File: src/rtl/rf_scoreboard.sv
// Parametrised multi-port register file with two writeback ports, same-cycle
// write forwarding and a per-register pending-write (busy) scoreboard.
module rf_scoreboard #(
    parameter  int DW       = 8,
    parameter  int NREGS    = 8,
    parameter  int NRD      = 2,
    parameter  int ZERO_REG = 1,
    localparam int AW       = $clog2(NREGS)
) (
    input  logic              CLK,
    input  logic              reset,
    input  logic [NRD*AW-1:0] rdAddr,
    output logic [NRD*DW-1:0] rdVal,
    output logic [NRD-1:0]    rdBusy,
    input  logic              wrEnA,
    input  logic [AW-1:0]     wrAddrA,
    input  logic [DW-1:0]     wrValA,
    input  logic              wrEnB,
    input  logic [AW-1:0]     wrAddrB,
    input  logic [DW-1:0]     wrValB,
    input  logic              issueEn,
    input  logic [AW-1:0]     issueAddr,
    output logic              anyBusy,
    output logic              wrCollide
);

    logic [DW-1:0]    regs [NREGS];
    logic [NREGS-1:0] busy;
    logic             collide_q;

    function automatic logic is_zero(input logic [AW-1:0] addr);
        return (ZERO_REG != 0) && (addr == '0);
    endfunction

    function automatic logic hit_a(input logic [AW-1:0] addr);
        return wrEnA && (wrAddrA == addr);
    endfunction

    function automatic logic hit_b(input logic [AW-1:0] addr);
        return wrEnB && (wrAddrB == addr);
    endfunction

    // NOTE: the array is reset along with the busy bits because a cleared
    // register file is part of the architectural reset state, not just control.
    always_ff @(posedge CLK) begin
        if (reset) begin
            for (int r = 0; r < NREGS; r++) regs[r] <= '0;
            busy      <= '0;
            collide_q <= 1'b0;
        end else begin
            // NOTE: non-blocking assignments keep every register update in this
            // block based on pre-edge values, regardless of statement order.
            for (int r = 0; r < NREGS; r++) begin
                if (!is_zero(AW'(r))) begin
                    if (hit_b(AW'(r)))      regs[r] <= wrValB;
                    else if (hit_a(AW'(r))) regs[r] <= wrValA;

                    // A same-cycle issue belongs to a younger producer, so it wins.
                    if (issueEn && issueAddr == AW'(r))         busy[r] <= 1'b1;
                    else if (hit_a(AW'(r)) || hit_b(AW'(r)))    busy[r] <= 1'b0;
                end
            end
            collide_q <= wrEnA && wrEnB && (wrAddrA == wrAddrB) && !is_zero(wrAddrA);
        end
    end

    function automatic logic [DW-1:0] read_val(input logic [AW-1:0] addr);
        if (is_zero(addr)) return '0;
        if (hit_b(addr))   return wrValB;
        if (hit_a(addr))   return wrValA;
        return regs[addr];
    endfunction

    function automatic logic read_busy(input logic [AW-1:0] addr);
        return busy[addr] && !hit_a(addr) && !hit_b(addr);
    endfunction

    // NOTE: outputs get a default before the loop so no path can infer a latch.
    always_comb begin
        rdVal  = '0;
        rdBusy = '0;
        for (int k = 0; k < NRD; k++) begin
            rdVal[k*DW +: DW] = read_val(rdAddr[k*AW +: AW]);
            rdBusy[k]         = read_busy(rdAddr[k*AW +: AW]);
        end
    end

    assign anyBusy   = |busy;
    assign wrCollide = collide_q;

endmodule

File: config.mk
export PLATFORM = sky130hd
export DESIGN_NAME = rf_scoreboard
export DESIGN_NICKNAME = d
export VERILOG_FILES = /design/src/rtl/rf_scoreboard.sv
export SDC_FILE = /design/constraint.sdc
export NUM_CORES = 1
export LEC_CHECK = 0
export ABC_AREA = 0
export BUFFER_PORTS_ARGS = -buffer_cell sky130_fd_sc_hd__buf_2
export CAP_MARGIN = 20
export CORE_MARGIN = 4
export CORE_UTILIZATION = 59
export CTS_CLUSTER_SIZE = 12
export DETAILED_ROUTE_END_ITERATION = 10
export PLACE_DENSITY = 0.85
export RECOVER_POWER = 50
export SETUP_SLACK_MARGIN = 0.02
export SLEW_MARGIN = 10
export SYNTH_ARGS = -nofsm -noshare
export SYNTH_HDL_FRONTEND = slang
export SYNTH_SLANG_ARGS = --single-unit
File: constraint.sdc
create_clock -name CLK -period 3.5 [get_ports CLK]
set_input_delay 0.35 -clock CLK [delete_from_list [all_inputs] [get_ports CLK]]
set_output_delay 0.35 -clock CLK [all_outputs]
set_load 0.01 [all_outputs]
# Word level (Yosys, flattened, before mapping)
# Memories as Yosys holds them, arrays and structs flattened.
# Index checks and enable logic that the tools add are counted.
[totals] ff_bits=8 ramBits=64 input_bits=36 output_inout_bits=20 n_memories=1
[mem_list] name="regs" depth=8 width=8 rd=2 rd_ports_with_merged_regs=0 write_ports=8 line="27" text="logic [DW-1:0] regs [NREGS];"
[op_classes] n_lt_le_gt_ge=2 eq_ne=26 muxes=107 bitwise_logic=14 reduce_logical=55
[ops] cell="$mux W8" n=26
[ops] cell="$mux W1" n=79
[ops] cell="$eq A3 B3 Y1 const B" n=12
[ops] cell="$logic_and A1 B1 Y1" n=32
[ops] cell="$eq A3 B2 Y1 const B" n=6
[ops] cell="$eq A3 B3 Y1" n=5
[ops] cell="$or A1 B1 Y1" n=14
[ops] cell="$reduce_bool A2 Y1" n=7
[ops] cell="$eq A3 B1 Y1 const B" n=3
[ops] cell="$logic_not A3 Y1" n=3
[ops] cell="$lt A3 B4 Y1 const B" n=2
[ops] cell="$logic_or A1 B1 Y1" n=7
[ops] cell="$reduce_or A7 Y1" n=1
[ops] cell="$bmux W1 S3" n=2
[ops] cell="$logic_not A1 Y1" n=5

# Longest topological paths before layout
[depth] ltp_word=9 mapped_depth=7

# Worst setup path after synthesis
# Ideal clock, no wire load.
[synth_timing] kind="input port to output port" startpoint="in rdAddr[0]" endpoint="out rdVal[6]" arrival_time_ns=1.567 required_time_ns=3.150 setup_slack_ns=1.583 cell_stages=7 cell_sequence="buf_4 -> xnor2_1 -> and4_1 -> buf_2 -> buf_2 -> nor2b_1 -> o31ai_1"
[synth_between] elab_chain_cells=8 word_cells_on_any_way=17 classes_between="eq/ne: 2; mux: 11; reduce/logical: 3; memory: 1"
[synth_lines] item="start: declaration" line="12" text="input logic [NRD*AW-1:0] rdAddr,"
[synth_lines] item="$eq A3 B3 Y1" line="36" text="return wrEnA && (wrAddrA == addr);"
[synth_lines] item="$logic_and A1 B1 Y1" line="36"
[synth_lines] item="$mux W1 (2 in a row)" line="70" text="if (hit_a(addr)) return wrValA;"
[synth_lines] item="$mux W1" line="69" text="if (hit_b(addr)) return wrValB;"
[synth_lines] item="$mux W8" line="71" text="return regs[addr];"
[synth_lines] item="$mux W8" line="70"
[synth_lines] item="$mux W8 *" line="69"
[synth_lines] item="end: declaration" line="13" text="output logic [NRD*DW-1:0] rdVal,"
# Every way passes the cells marked *; elsewhere a longest branch is shown, timed or not. The select of a mux whose other input is x is not followed.

==> metrics <==
status finished, violations left; failing checks capacitance limit, slew limit; RD Place Congestion 0.903; max-slew violations 16; Cell Area, Synth 4760 um2; Worst Path Arrival 3120 ps; CP top delay family simple AND/OR/NAND/NOR gates; setup repair after global routing missed its margin false; CTS clk-pin slew, worst paths 70 ps; Root Buffer clkbuf_8; worst hold path depth 2; final worst slack 480 ps; Final Hold Viols 0; pwr/cell area 408 nW/um2; I/O pin total 56; Endpoint, Worst Hold busy[4]$_SDFFE_PP0P_; ANT nets after route 0; die area 9560 um2; Main synth FF type edfxtp_1; Seq/Total Area, Yosys 38.7%; Rows 32; Avg Cell Area, Syn 10.1 um2; Synth warnings 0; CP max stage cell nor4b_1; Final Routed Wirelength 14200 um; Port Buffer Count 55; Area growth syn-to-layout 6.58%; Crit. End Element register; Post-Synthesis Cells 473; Final nets 530; Sink Count 64; first-pass iteration count of the detailed router 6; Post-synth EDFFs 56; clk_skew 0 ps; Max-Cap Viols 2; CP Cell Sequence clkbuf_1 > and4bb_1 > nor4b_1 > mux2i_1 > nor2_2; register bit total from synthesis 64; reg2reg end busy[1]$_SDFFE_PP0P_; maximum VDD drop 0.000273 V; Tcrit/Tclk final 86.3%; R2R Setup Slk 2830 ps; CP Max Fanout 10; first-pass GRT wire length 22200 um; WS Path Type input port to register; initial antenna violation count 0; Async S/R FF share, synth 0%; DRC errors left 0; via count 4357; vias in the first global route 4177; Die H 97.8 um; detailed-route wire length per cell 23.7 um; Worst Path Required 3610 ps; Fin Setup TNS 0 ps; Setup WS pre-CTS 1060 ps; Power, Total 2.07 mW; crit path time final 3020 ps; Worst Max-Slew Pin Slew 2040 ps; LEAKAGE 1.84 nW; fraction of layout cells with a size suffix above 1 19.9%; initial core utilization 61.2%; area leader, netlist edfxtp_1; Setup crit start kind input port; die width 97.8 um; Antenna Cells 0; CTS-repair resized insts 0; gr ovfl total 0; Max Fclk 331 MHz; min-delay worst type input port to register; hold buffers post-CTS 0; Post-DP HPWL 9830 um; r2r worst-path depth 1; Critical Path Start wrAddrB[1]; Hold Crit Start issueAddr[1]; Core Area 7770 um2; count of final setup violators 0; H-Tree Depth 3; Yosys top cell area share 35.3%; GRT Total Usage 29.7%; post-CTS setup buffer count 0; Num CTS Buffers 9; Initial DRC Count 784; RR Startpoint busy[1]$_SDFFE_PP0P_; CP Buf/Inv Count 1; largest net degree at the start of global routing 45; Max-slew headroom -37.9%; Synth cell types 56; Max clock buf depth 2; top cells by area, synth edfxtp_1 35%, mux2i_1 7.2%, a22oi_1 5.2%, mux2_1 5.2%, mux2_2 3.8%; Syn Nets 509; Critical Path Max Stage Delay 1620 ps; clock latency on the worst-skew pair 350 ps; Vias per Instance 7.26; TritonCTS clock tree yes
==> flip-flops by register name, summed over array words and instances, names as in the netlist <==
| register | count |
|---|---|
| busy | 7 |
| regs | 56 |
| wrCollide | 1 |
==> worst max-delay path by stage <==
| stage | endpoint | slack (ps) | cells after the start |
|---|---|---|---|
| 2_1_floorplan | rdVal[6] | 1580 | 7 |
| 3_5_place_dp | rdVal[2] | 1060 | 6 |
| 4_1_cts | rdVal[2] | 1060 | 6 |
| 3_3_place_gp | rdVal[2] | 1130 | 6 |
| 6_report | regs[4][6]$_SDFFCE_PN0P_ | 480 | 5 |
| 5_1_grt | regs[4][4]$_SDFFCE_PN0P_ | 490 | 5 |
==> metal layers <==
layer	GRT usage [%]	wire, um
met4	15.8	807
met1	38.2	5000
met5	0	0
met3	5.79	1810
met2	47.6	6590
==> cell families after synthesis <==
group	Yosys count	synth area share [%]
compound gates	137	19.2
simple gates	120	15.1
flops	64	38.7
mux	75	17.6
buf+inv	63	6.84
xor+xnor	14	2.58
==> power by group <==
part	total (mW)	leakage (nW)	internal, mW	switching (mW)
Clock	0.687	0.103	0.394	0.293
Sequential	0.934	0.616	0.898	0.0361
Combinational	0.449	1.12	0.174	0.275
==> cells in the mapped netlist (7+ instances only) <==
cell,count
edfxtp_1,56
mux2i_1,34
a21oi_1,33
a22oi_1,33
nor2_1,31
mux2_1,22
buf_2,20
nand2_1,18
o21ai_0,18
mux2_2,16
xnor2_1,13
buf_1,11
clkbuf_1,11
inv_1,11
nor2b_1,11
a31oi_1,10
o211ai_1,9
or3_1,9
a22o_1,8
dfxtp_1,8
a221oi_1,7
nor2_2,7
o22ai_1,7
==> area by class of cell <==
cell class,count,area [um2]
Clock inverter,6,85.1
Inverter,12,45.0
Sequential cell,64,1840
Multi-Input combinational cell,346,2530
Clock buffer,9,124
Tap cell,102,128
Timing Repair Buffer,61,312
Fill cell,657,2700
==> cell usage in the layout, fill, tap and decap left out, types with 8 or more instances in the layout <==
| cell type | synthesis | layout |
|---|---|---|
| a22oi_1 | 33 | 33 |
| clkbuf_8 | 0 | 9 |
| buf_2 | 20 | 51 |
| a31oi_1 | 10 | 10 |
| xnor2_1 | 13 | 13 |
| nor2_1 | 31 | 31 |
| a22o_1 | 8 | 8 |
| edfxtp_1 | 56 | 56 |
| or3_1 | 9 | 9 |
| o211ai_1 | 9 | 9 |
| o21ai_0 | 18 | 18 |
| nor2b_1 | 11 | 11 |
| mux2i_1 | 34 | 34 |
| nand2_1 | 18 | 18 |
| a21oi_1 | 33 | 33 |
| inv_1 | 11 | 11 |
| dfxtp_1 | 8 | 8 |
| mux2_1 | 22 | 22 |
| mux2_2 | 16 | 16 |
==> per-stage QoR <==
step | instance area, um2 | hold slack (ps) | utilization [%] | std cells
6_report | 5070 | 259 | 65.3 | 600
5_1_grt | 5070 | 264 | 65.3 | 600
4_1_cts | 5130 | 251 | 66.1 | 599
3_5_place_dp | 4920 | 494 | 63.4 | 584
3_3_place_gp | 4920 | 487 | 63.4 | 584
2_1_floorplan | 4760 | 461 | - | 473
Power figures use the tool's default switching activity.
